## src/rtl/pktgen_flow_scheduler.sv

```systemverilog
// Token-bucket credit scheduler with round-robin arbitration for the multi-flow packet generator.
// One grant is outstanding at a time: offered, accepted, then held until pkt_done.
module pktgen_flow_scheduler #(
    parameter int unsigned           N_FLOWS  = 4,
    parameter int unsigned           FRAC_W   = 16,
    parameter int unsigned           CREDIT_W = 32,
    parameter logic [N_FLOWS*32-1:0] RATES    = {N_FLOWS{32'h0001_0000}},
    parameter logic [N_FLOWS*11-1:0] SIZES    = {N_FLOWS{11'd192}},
    parameter int unsigned           CAP      = 4096
) (
    input  logic                                             clk,
    input  logic                                             rst_n,
    input  logic                                             enable,
    output logic                                             grant_valid,
    input  logic                                             grant_ready,
    output logic [((N_FLOWS > 1) ? $clog2(N_FLOWS) : 1)-1:0] grant_flow,
    output logic [10:0]                                      grant_size,
    input  logic                                             pkt_done,
    output logic [N_FLOWS-1:0]                               credit_sat,
    output logic [31:0]                                      grant_count
);

    localparam int unsigned      IDX_W  = (N_FLOWS > 1) ? $clog2(N_FLOWS) : 1;
    localparam int unsigned      CW1    = CREDIT_W + 1;
    localparam logic [CREDIT_W:0] CAP_FX = CW1'(CAP) << FRAC_W;

    typedef enum logic [1:0] {IDLE, OFFER, WAIT} state_t;

    state_t               state, state_nxt;
    logic [CREDIT_W-1:0]  credit     [N_FLOWS];
    logic [CREDIT_W:0]    credit_sum [N_FLOWS];
    logic [CREDIT_W-1:0]  credit_nxt [N_FLOWS];
    logic [N_FLOWS-1:0]   eligible;
    logic [IDX_W-1:0]     rr_ptr, winner, win_hi, win_lo;
    logic                 found_hi, found_lo;
    logic                 launch, handshake;

    function automatic logic [CREDIT_W:0] size_fx(input int unsigned i);
        return CW1'(SIZES[i*11 +: 11]) << FRAC_W;
    endfunction

    function automatic logic [CREDIT_W:0] rate_w(input int unsigned i);
        return CW1'(RATES[i*32 +: 32]);
    endfunction

    assign handshake = grant_valid & grant_ready;
    assign launch    = (state == IDLE) && enable && found_lo;

    always_comb begin
        for (int unsigned i = 0; i < N_FLOWS; i++) begin
            eligible[i]   = {1'b0, credit[i]} >= size_fx(i);
            credit_sum[i] = {1'b0, credit[i]} + (enable ? rate_w(i) : '0);
            if (handshake && (32'(grant_flow) == i))
                credit_sum[i] = credit_sum[i] - size_fx(i);
            credit_nxt[i] = (credit_sum[i] > CAP_FX) ? CAP_FX[CREDIT_W-1:0]
                                                     : credit_sum[i][CREDIT_W-1:0];
        end
    end

    // Two scans: first eligible at or above rr_ptr, else first eligible overall (wrap).
    always_comb begin
        found_hi = 1'b0;
        found_lo = 1'b0;
        win_hi   = '0;
        win_lo   = '0;
        for (int unsigned j = 0; j < N_FLOWS; j++) begin
            if (eligible[j] && !found_lo) begin
                win_lo   = IDX_W'(j);
                found_lo = 1'b1;
            end
            if (eligible[j] && !found_hi && (j >= 32'(rr_ptr))) begin
                win_hi   = IDX_W'(j);
                found_hi = 1'b1;
            end
        end
        winner = found_hi ? win_hi : win_lo;
    end

    always_ff @(posedge clk or negedge rst_n) begin
        if (!rst_n) state <= IDLE;
        else        state <= state_nxt;
    end

    always_comb begin
        state_nxt = state;
        case (state)
            IDLE:    if (launch)      state_nxt = OFFER;
            OFFER:   if (grant_ready) state_nxt = WAIT;
            WAIT:    if (pkt_done)    state_nxt = IDLE;
            default:                  state_nxt = IDLE;
        endcase
    end

    always_comb begin
        grant_valid = (state == OFFER);
    end

    always_ff @(posedge clk or negedge rst_n) begin
        if (!rst_n) begin
            for (int unsigned i = 0; i < N_FLOWS; i++) credit[i] <= '0;
            credit_sat  <= '0;
            rr_ptr      <= '0;
            grant_flow  <= '0;
            grant_size  <= '0;
            grant_count <= '0;
        end else begin
            for (int unsigned i = 0; i < N_FLOWS; i++) begin
                credit[i]     <= credit_nxt[i];
                credit_sat[i] <= (credit_nxt[i] == CAP_FX[CREDIT_W-1:0]);
            end
            if (launch) begin
                grant_flow <= winner;
                grant_size <= SIZES[32'(winner)*11 +: 11];
            end
            if (handshake) begin
                rr_ptr      <= (32'(grant_flow) == N_FLOWS - 1) ? '0 : grant_flow + IDX_W'(1);
                grant_count <= grant_count + 32'd1;
            end
        end
    end

endmodule

```

## config.mk

```make
export PLATFORM = sky130hd
export DESIGN_NAME = pktgen_flow_scheduler
export DESIGN_NICKNAME = d
export VERILOG_FILES = /design/src/rtl/pktgen_flow_scheduler.sv
export SDC_FILE = /design/constraint.sdc
export NUM_CORES = 1
export LEC_CHECK = 0
export ABC_AREA = 1
export CORE_ASPECT_RATIO = 1.4
export CORE_MARGIN = 4
export CORE_UTILIZATION = 35
export DETAILED_ROUTE_END_ITERATION = 7
export DONT_BUFFER_PORTS = 1
export SLEW_MARGIN = 20
export SYNTH_ARGS = -nofsm -noshare
export SYNTH_HDL_FRONTEND = slang
export SYNTH_SLANG_ARGS = --single-unit
```

## constraint.sdc

```tcl
create_clock -name clk -period 6.26 [get_ports clk]
set_input_delay 0.626 -clock clk [delete_from_list [all_inputs] [get_ports clk]]
set_output_delay 0.626 -clock clk [all_outputs]
set_load 0.02 [all_outputs]
```

=== Yosys cells after proc, flatten, opt, wreduce, memory -nomap -nowiden ===
Index checks and enable logic that the tools add are counted.

* Register bits: 181
* Bits of input ports: 5
* Output and inout port bits: 50
* Word-level logic and storage cells: 99

* $add $sub $neg: 10
* Multipliers: 1
* Order comparisons: 11
* Equality and inequality tests: 12
* Shifts and indexed selects: 1
* Multiplexer cells: 29
* Bitwise gates (word level): 1
* Reductions and logical operators: 24

{| class="wikitable"
|+ Operators by type and width
! operator !! number
|-
| $gt 33x29->1 const B || 4
|-
| $mux 33 || 4
|-
| $sub 33x24->33 const B || 4
|-
| $eq 32x29->1 const B || 4
|-
| $ge 32x24->1 const B || 4
|-
| $mux 32 || 4
|-
| $add 32x33->33 || 3
|-
| $shiftx 44x7->11 const A || 1
|-
| $add 32x17->33 || 1
|-
| $add 32x1->32 const B || 1
|-
| $mux 2 || 9
|-
| $mux 17 || 1
|-
| $logic_and 1x1->1 || 15
|-
| $mux 1 || 10
|-
| $eq 2x2->1 const B || 3
|-
| $logic_not 1->1 || 6
|-
| $mul 2x4->6 const B || 1
|-
| $pmux 2 s3 || 1
|-
| $eq 2x1->1 const B || 2
|-
| $ge 1x2->1 const A || 2
|-
| $logic_not 2->1 || 2
|-
| $ne 2x2->1 const B || 2
|-
| $reduce_and 3->1 || 1
|-
| $add 2x1->2 const B || 1
|-
| other kinds (3) || 3
|}

=== Logic depth before layout (Yosys ltp) ===
Gate-level depths: netlist (run 1).

* Depth after elaboration: 17
* Mapped depth: 20
* Gate-level depth less buffers: 19

=== Least setup slack after synthesis (run 1) ===
No wires, ideal clock.

* Kind: input to register
* Start point: in enable
* End point: reg credit[87] (netlist bit)
* Setup time: 0.080 ns
* Arrival: 2.761 ns
* Data required time: 6.180 ns
* Path slack: 3.418 ns
* Cell stages on the path: 16
* Buffers on the path: 1
* Cells stage by stage: ha_1 ha_1 inv_1 nor2_2 nand2_1 nand2_1 nand2_1 ha_1 nor2_1 nand3_1 nor2_1 nand2_1 xor2_1 nor2_4 buf_6 nor3_2

{| class="wikitable"
|+ RTL lines
! element !! RTL line !! text
|-
| from (decl) || 13 || <nowiki>input logic enable,</nowiki>
|-
| to (signal, indexed assignment) || 108 || <nowiki>credit[i] <= credit_nxt[i];</nowiki>
|-
| to (decl) || 30 || <nowiki>logic [CREDIT_W-1:0] credit [N_FLOWS];</nowiki>
|}

==> results, run 1 <==
- Yosys instantiated no cell more often than nand2_1.
- The path category of the worst min-delay check is in2async.
- The cell depth of the worst flop-to-flop path is 15.
- The fraction of post-synthesis cell area in the top cell type by area is a little over two fifths.
- The wire length of the first global-routing pass is 36560 µm.
- The most instantiated flip-flop cell in the synthesis netlist is dfrtp_1.
- After clock tree synthesis, the repair step resized 0 gates.
- The worst setup path is of the reg2reg kind.
- The number of cells in the design after placement is around 1.7k.
- The post-CTS setup buffer count is 0.
- In this run the worst path has a maximum fanout of 27.
- The number of buffers on the longest clock path is 2.
- For this run, the number of Yosys warnings is 0.
- Relative to the synthesized area, the layout overhead comes to 9.552%.
- Power spread over the standard cell area amounts to 239.9 nW/µm².
- The number of max-slew violations in the final report came to 0.
- Global routing used between 20% and 30% of the available met2 tracks.
- The total number of placement rows is 73.
- The average footprint of a synthesized cell is 7.552 µm².
- The layer flagged by global routing as most heavily used is met2.
- The share of synthesized registers carrying an async set or reset is 100.0%.
- The number of port buffers is 0.
- Across the run, the number of max-cap violations was 0.
- Synthesis inferred 171 register bits.
- The worst relative slew slack is 36.08%.
- In this run the remaining antenna-violating nets after routing total 0.
- The final layout contains routed wiring with a total length of 21130 µm.
- The initial antenna violation count was 1.
- At the pin with the least slew margin, the transition time is approximately 960 ps.
- The via count of the first global-routing pass is around 8k.
- The proportion of synthesized chip area in sequential cells is 42.32%.
- The clock drives 171 sinks.
- Global routing consumed, on the met3 layer, under 10% of the routing resources.
- The finished cells cover 11080 µm².
- The CTS tree is yes.
- The floorplan step defined a die boundary enclosing about 32000 µm².
- The core region is 28410 µm².
- The fraction of final layout cells with drive strength greater than 1 is 11.44%.
- In the routed layout, each cell is associated on average with a via count of ~4.7.
- Once placement finished, the instance area stood at about 10000 µm².
- The maximum achievable frequency is 313.1 MHz.
- Entering global routing, the biggest net connects approximately 170 pins.
- In this run the number of H-tree levels came out at 4.
- After detailed routing, the number of remaining DRC violations is 0.
- The weighted congestion reported at the end of routability-driven placement is approximately 0.89.
- The routing usage on met1 is between 15 and 20%.
- The period utilization is about half.
- The total global routing overflow is 0.
- 0 antenna diodes ended up in the layout.
- Synthesis instantiated 37 different standard cells from the library.
- The iteration count of the initial detailed-routing pass is 5.
- The clock transition at the registers of the reported paths is about 70 ps.
- The design draws roughly 2.7 mW.
- The clock reaches the later pin of the worst-skew pair after about 430 ps.
- After synthesis, the most frequently instantiated cells are nand2_1, inv_1, nor2_1, dfrtp_1, nand3_1.
- The CTS buffer count is 17.
- The number of enable-type register cells in the synthesized netlist is 0.
- The buffer type at the clock tree root is clkbuf_16.
- The via total after detailed routing is 8128.
- Hold is met by between 100 and 150 ps.
- Setup repair after global routing left no endpoint under its margin.
- Setup violations remaining at the end of the flow were counted as 0.
- The count of endpoints failing hold in the final timing report was 0.
- The analysis attributes to cell leakage a power of 5.244 nW.
- The worst setup path is captured at a flip-flop.
- The initial standard-cell utilization of the core is 35.60%.
- The minimum clock period after layout is approximately 3200 ps.
- At the worst endpoint, the arrival time is approximately 3500 ps.
- The overall fraction of global-route tracks in use is around 14%.
- For this block, the initial DRC count from the detailed router was 400.
- After the last flow step, the layout net total stands at roughly 1.4k.
- After detailed routing, the average wire length per cell comes to approximately 12 µm.
- The number of top-level design ports is 55.
- The run finished with clean final reports.
- The final-layout setup total negative slack is 0 ps.
- The largest vdd supply drop is between 0.00015 and 0.0002 V.
- The required time reported for the critical path endpoint is approximately 6500 ps.
- In this run the vertical extent of the chip is around 210 µm.
- The detailed-placement wirelength estimate is approximately 16000 µm.
- The post-synthesis instance total is 1339.
- By area the synthesized netlist is led by dfrtp_1, nand2_1, inv_1, nor2_1, nand3_1.
- STA classifies the critical path startpoint as a flip-flop.
- The largest total area in the synthesized netlist belongs to dfrtp_1.
- The worst clock skew is around 8.8 ps.
- After synthesis the cells add up to between 10000 and 15000 µm².
- The post-layout instance count excluding filler cells is about 1.7k.
- The floorplan die width is approximately 150 µm.
[registers in the layout (all words and copies together) (netlist names)]
register and count:
credit 128, grant_size 1, grant_flow 2, grant_count 32, rr_ptr 2, credit_sat 4, state 2
[cells by family (layout without fill, tap and decap cells)]
logic type,Yosys count,count (layout),synth area share (%)
AO/OA/AOI/OAI,28,28,1.732
XOR/XNOR,52,52,4.578
adder cells (fa/ha/maj),21,21,2.598
buffers and inverters,243,256,10.13
flip-flops,171,171,42.32
other,1,21,0.03708
AND/OR/NAND/NOR,823,823,38.60
[final timing paths]
kind	startpoint	endpoint	slack, ps
min in group clk	grant_ready	state[0]	280
setup / recovery	credit[80]	credit[65]	3070
setup reg to reg	credit[80]	credit[65]	3070
max in group asynchronous	rst_n	credit[3]	5370
hold / removal	rst_n	credit_sat[2]	140
hold reg to reg	credit[96]	credit[96]	490
[stage by stage]
step	setup WS (ps)	util [%]
after CTS	3017	39.00
after global placement	2824	36.85
after global routing	2635	39.00
after floorplan	3418	-
after detailed placement	2782	36.85
final	3066	39.00
[placed cells by master (no fill, tap or decap), types with 9 or more instances in the layout]
cell / count
clkbuf_16: 17
conb_1: 21
dfrtp_1: 171
ha_1: 21
inv_1: 217
nand2_1: 328
nand3_1: 103
nand3b_1: 9
nand4_1: 55
nor2_1: 180
nor2_2: 76
nor2_4: 10
nor3_1: 22
nor3_2: 23
o21ai_0: 12
xnor2_1: 14
xor2_1: 37
[area by class of cell]
class / count / area, µm²
fill: 2945 / 17330
multi-input combinational: 945 / 4883
sequential: 171 / 4279
inverter: 223 / 837.1
tap: 375 / 469.2
clock buffer: 23 / 467.9
clock inverter: 9 / 113.9
timing repair buffer: 1 / 27.53
[what timing repair did]
item                                   4_1_cts  5_1_grt
setup endpoints to repair                    0        0
endpoints found under the hold margin      171        0
hold buffers                                 1        0
[per-layer routing]
metal	vias to the layer above	part of all wire [%]	routed length [µm]
met2	131	52	10990
met4	2	2.4	512
met3	36	4.4	927
met5	-	0.062	13
met1	3793	41	8687
li1	4166	-	-
[critical path, cell delays in order (launching register included)]
cell	delay, ps
dfrtp_1	360
ha_1	180
ha_1	220
inv_1	80
nor2_2	200
nand2_1	100
nand2_1	80
nand2_1	80
ha_1	180
nor2_1	130
nand3_1	110
nor2_1	220
nand2_1	100
xor2_1	190
nor2_4	690
nor3_1	110
[power by group]
group          leakage (nW)  internal (mW)  switching [mW]  total, mW
Clock                 0.274          0.611           0.431       1.04
Combinational          2.70          0.106           0.279      0.385
Sequential             2.27           1.15          0.0851       1.23
(Power assumes the default switching activity.)
==> run 2, diff against run 1 <==
Clock period 6.26 ns to 3.3 ns, I/O delays scaled along.
==> results, run 2 (synthesis gave the netlist of run 1 again) <==
- Status: finished with violations (was finished, final reports clean).
- The final reports fail on hold timing.
- The hold slack is -403.4 ps (was 139.4 ps).
- The commonest non-fill, non-tap cell in the layout is nand2_1 (unchanged).
- The share of power burned in the clock network was 37.5% (was 39.2%).
- The full die area was 31710 µm² (unchanged).
- Unrepaired setup endpoints after global routing: no (unchanged).
- The delay of the slowest cell on the worst path is 440 ps (was 690 ps).
- The number of top-level design ports is 55 (unchanged).
- The transition time at the pin with the least slew margin is 588.2 ps (was 955.2 ps).
- The cell occurring most often along the worst timing path is nand2_1 (unchanged).
- Most used cells in the layout excluding fill and tap cells: nand2_1, inv_1, nor2_1 (unchanged).
- The total number of placement rows is 73 (unchanged).
- The total number of nets in the final design is 1391 (was 1385).
- The largest vdd supply drop came to 0.0003846 V (was 0.0001969 V).
- The via count normalized by instance count is 4.641 (was 4.653).
- The number of max-slew violations in the final report came to 0 (unchanged).
- The reported max-cap violation count is 0 (unchanged).
- The critical-path maximum fanout is 13 (was 27).
- The maximum achievable frequency is 336.8 MHz (was 313.1 MHz).
- The wire length of the first global-routing pass is 36780 µm (was 36560 µm).
- The number of H-tree levels is 4 (unchanged).
- The CTS buffer count is 17 (unchanged).
- The path category of the worst min-delay check was in2async (unchanged).
- The final wirelength is 21660 µm (was 21130 µm).
- The start of the worst register-to-register path is credit[80] (unchanged).
- The cell depth of the worst flop-to-flop path is 15 (unchanged).
- The setup slack on the worst flop-to-flop path is 330 ps (was 3070 ps).
- The combinational cell fraction of total power is 15.5% (was 14.5%).
- The power per unit of standard cell area was 442.8 nW/µm² (was 239.9 nW/µm²).
- The net switching power is 1.529 mW (was 794.8 µW).
- The overall fraction of global-route tracks in use is 14.25% (was 14.02%).
- The iteration count of the initial detailed-routing pass is 4 (was 5).
- The detailed-placement wirelength estimate is 15880 µm (was 15850 µm).
- The maximum number of pins on one net before global-route repair is 172 (unchanged).
- The routed wire length per instance is 12.35 µm (was 12.10 µm).
- The clock latency on the worst-skew pair came to 430 ps (about the same).
- The leakage component of the power is 5.239 nW (was 5.244 nW).
- The number of flip-flops under the largest register name was 128 (unchanged).
- The number of hold buffers added after cts is 2 (was 1).
- The number of buffers on the longest clock path is 2 (unchanged).
- The end point of the critical path is credit[81] (was credit[65]).
- The via count of the first global-routing pass is 8018 (was 8011).
- The via total after detailed routing is 8141 (was 8128).
- The initial antenna violation count came to 1 (unchanged).
- The element type at the critical path end is a flip-flop (unchanged).
- The total setup violations reported at the end of the flow was 0 (unchanged).
- The minimum clock period after layout is 2969 ps (was 3194 ps).
- The antenna violation net count after detailed routing is 0 (unchanged).
- The internal power of the cells was 3.404 mW (was 1.863 mW).
- The critical path's slowest cell was nor2_4 (unchanged).
- The total global routing overflow is 0 (unchanged).
- The sequential share of power came to 47.0% (was 46.3%).
- The floorplan die width is 151.7 µm (unchanged).
- The critical path launch point is credit[80] (unchanged).
- The number of port buffers is 0 (unchanged).
- The number of sinks on the clock net came to 171 (unchanged).
- The type of the worst setup path is reg2reg (unchanged).
- The switching part of the total power is 30.99% (was 29.90%).
- The number of design rule violations left after detail routing is 0 (unchanged).
- The clock transition at the registers of the reported paths came to 70 ps (about the same).
- The worst relative slew slack is 60.64% (was 36.08%).
- The weighted congestion reported at the end of routability-driven placement is 0.8701 (was 0.8917).
- The total core area is 28410 µm² (unchanged).
- The count of endpoints failing hold in the final timing report is 171 (was 0).
- The register bank with the most flops is credit (unchanged).
- The CTS tree was yes (unchanged).
- The violation count after the first detailed-route iteration is 345 (was 400).
- The required time reported for the critical path endpoint came to 3600 ps (was 6530 ps).
- Top flop regs: credit x128, grant_count x32, credit_sat x4 (unchanged).
- The arrival time of data at the critical path endpoint is 3270 ps (was 3460 ps).
- The number of inserted filler cells in the final layout was 2915 (was 2945).
- The worst clock skew is 5.728 ps (was 8.775 ps).
- The die span in y is 209.1 µm (unchanged).
- The final-layout setup total negative slack came to 0 ps (unchanged).
- The destination of the worst register-to-register timing path was credit[81] (was credit[65]).
- The growth of design area from synthesis to finish was 10.17% (was 9.552%).
- The fraction of final layout cells with drive strength greater than 1 was 12.12% (was 11.44%).
- Worst-path cell chain: ha_1 > ha_1 > inv_1 > nor2_2 > nand2_1 > nand2_1 > nand2_1 > ha_1 > nor2_1 > nand3_1 > nor2_1 > nand2_1 > xor2_2 > nor2_4 > nor3_2 (was ha_1 > ha_1 > inv_1 > nor2_2 > nand2_1 > nand2_1 > nand2_1 > ha_1 > nor2_1 > nand3_1 > nor2_1 > nand2_1 > xor2_1 > nor2_4 > nor3_1).
- The buffer type at the clock tree root was clkbuf_16 (unchanged).
- The startpoint type of the worst setup path is a flip-flop (unchanged).
- The period utilization is 89.97% (was 51.02%).
- The initial standard-cell utilization of the core came to 35.60% (unchanged).
## run 2: repair_timing
item                                    CTS  global route
gates resized for setup                   0             9
endpoints found under the setup margin    0            80
buffers inserted                          0             1
hold endpoints to repair                173           171
## run 2: stage by stage
step / total power, mW / cell area (µm²) / instances / setup slack (ps) / utilization (%)
2_1_floorplan: 2.944 / 10190 / 1359 / 747.6 / -
3_3_place_gp: 3.075 / 10480 / 1715 / 161.4 / 36.88
3_5_place_dp: 3.084 / 10480 / 1715 / 77.81 / 36.88
4_1_cts: 4.980 / 11040 / 1749 / 63.40 / 38.88
5_1_grt: 5.219 / 11140 / 1754 / 19.27 / 39.22
6_report: 4.933 / 11140 / 1754 / 331.1 / 39.22
## run 2: critical path: cells and delay by family, from the launching register on
family	cells	cell delay [ps]
xor+xnor	1	230
fa+ha+maj	3	580
buf+inv	1	80
flops	1	340
simple gates	10	1630
## run 2: how the worst min path moves through the flow
stage	endpoint	cells after the start
floorplan	credit[0]	0
global placement	credit_sat[2]	0
detailed placement	credit[46]	0
CTS	credit[46]	0
global route	credit[35]	0
finish	credit[35]	0
## run 2: layout make-up
cell class | count | area [µm²] | share of cell area [%]
multi-input cells | 948 | 4957 | 44.50
flip-flops and latches | 171 | 4279 | 38.41
inverters | 223 | 837.1 | 7.513
well taps | 375 | 469.2 | 4.212
clock buffers | 21 | 460.4 | 4.133
clock inverters | 11 | 87.58 | 0.7862
repair buffers | 4 | 47.55 | 0.4268
diodes | 1 | 2.502 | 0.02246
## run 2: metal layers
metal | part of all wire (%) | track usage (%)
met1 | 41 | 16.58
met2 | 52 | 24.43
met3 | 4.1 | 3.449
met4 | 3.0 | 6.636
met5 | 0 | 0
## run 2: power groups by stage
stage	logic, mW	clock network (mW)	registers (mW)
after floorplan	0.609	0	2.33
after global placement	0.718	0	2.36
after detailed placement	0.727	0	2.36
after CTS	0.734	1.93	2.32
after global routing	0.876	2.01	2.33
final	0.766	1.85	2.32
==> run 3, diff against run 2 <==
Settings changed: RECOVER_POWER set to 25, SLEW_MARGIN 20 to unset.
==> results of run 3 <==
The final DEF is identical to that of run 2; final timing and power are the same.
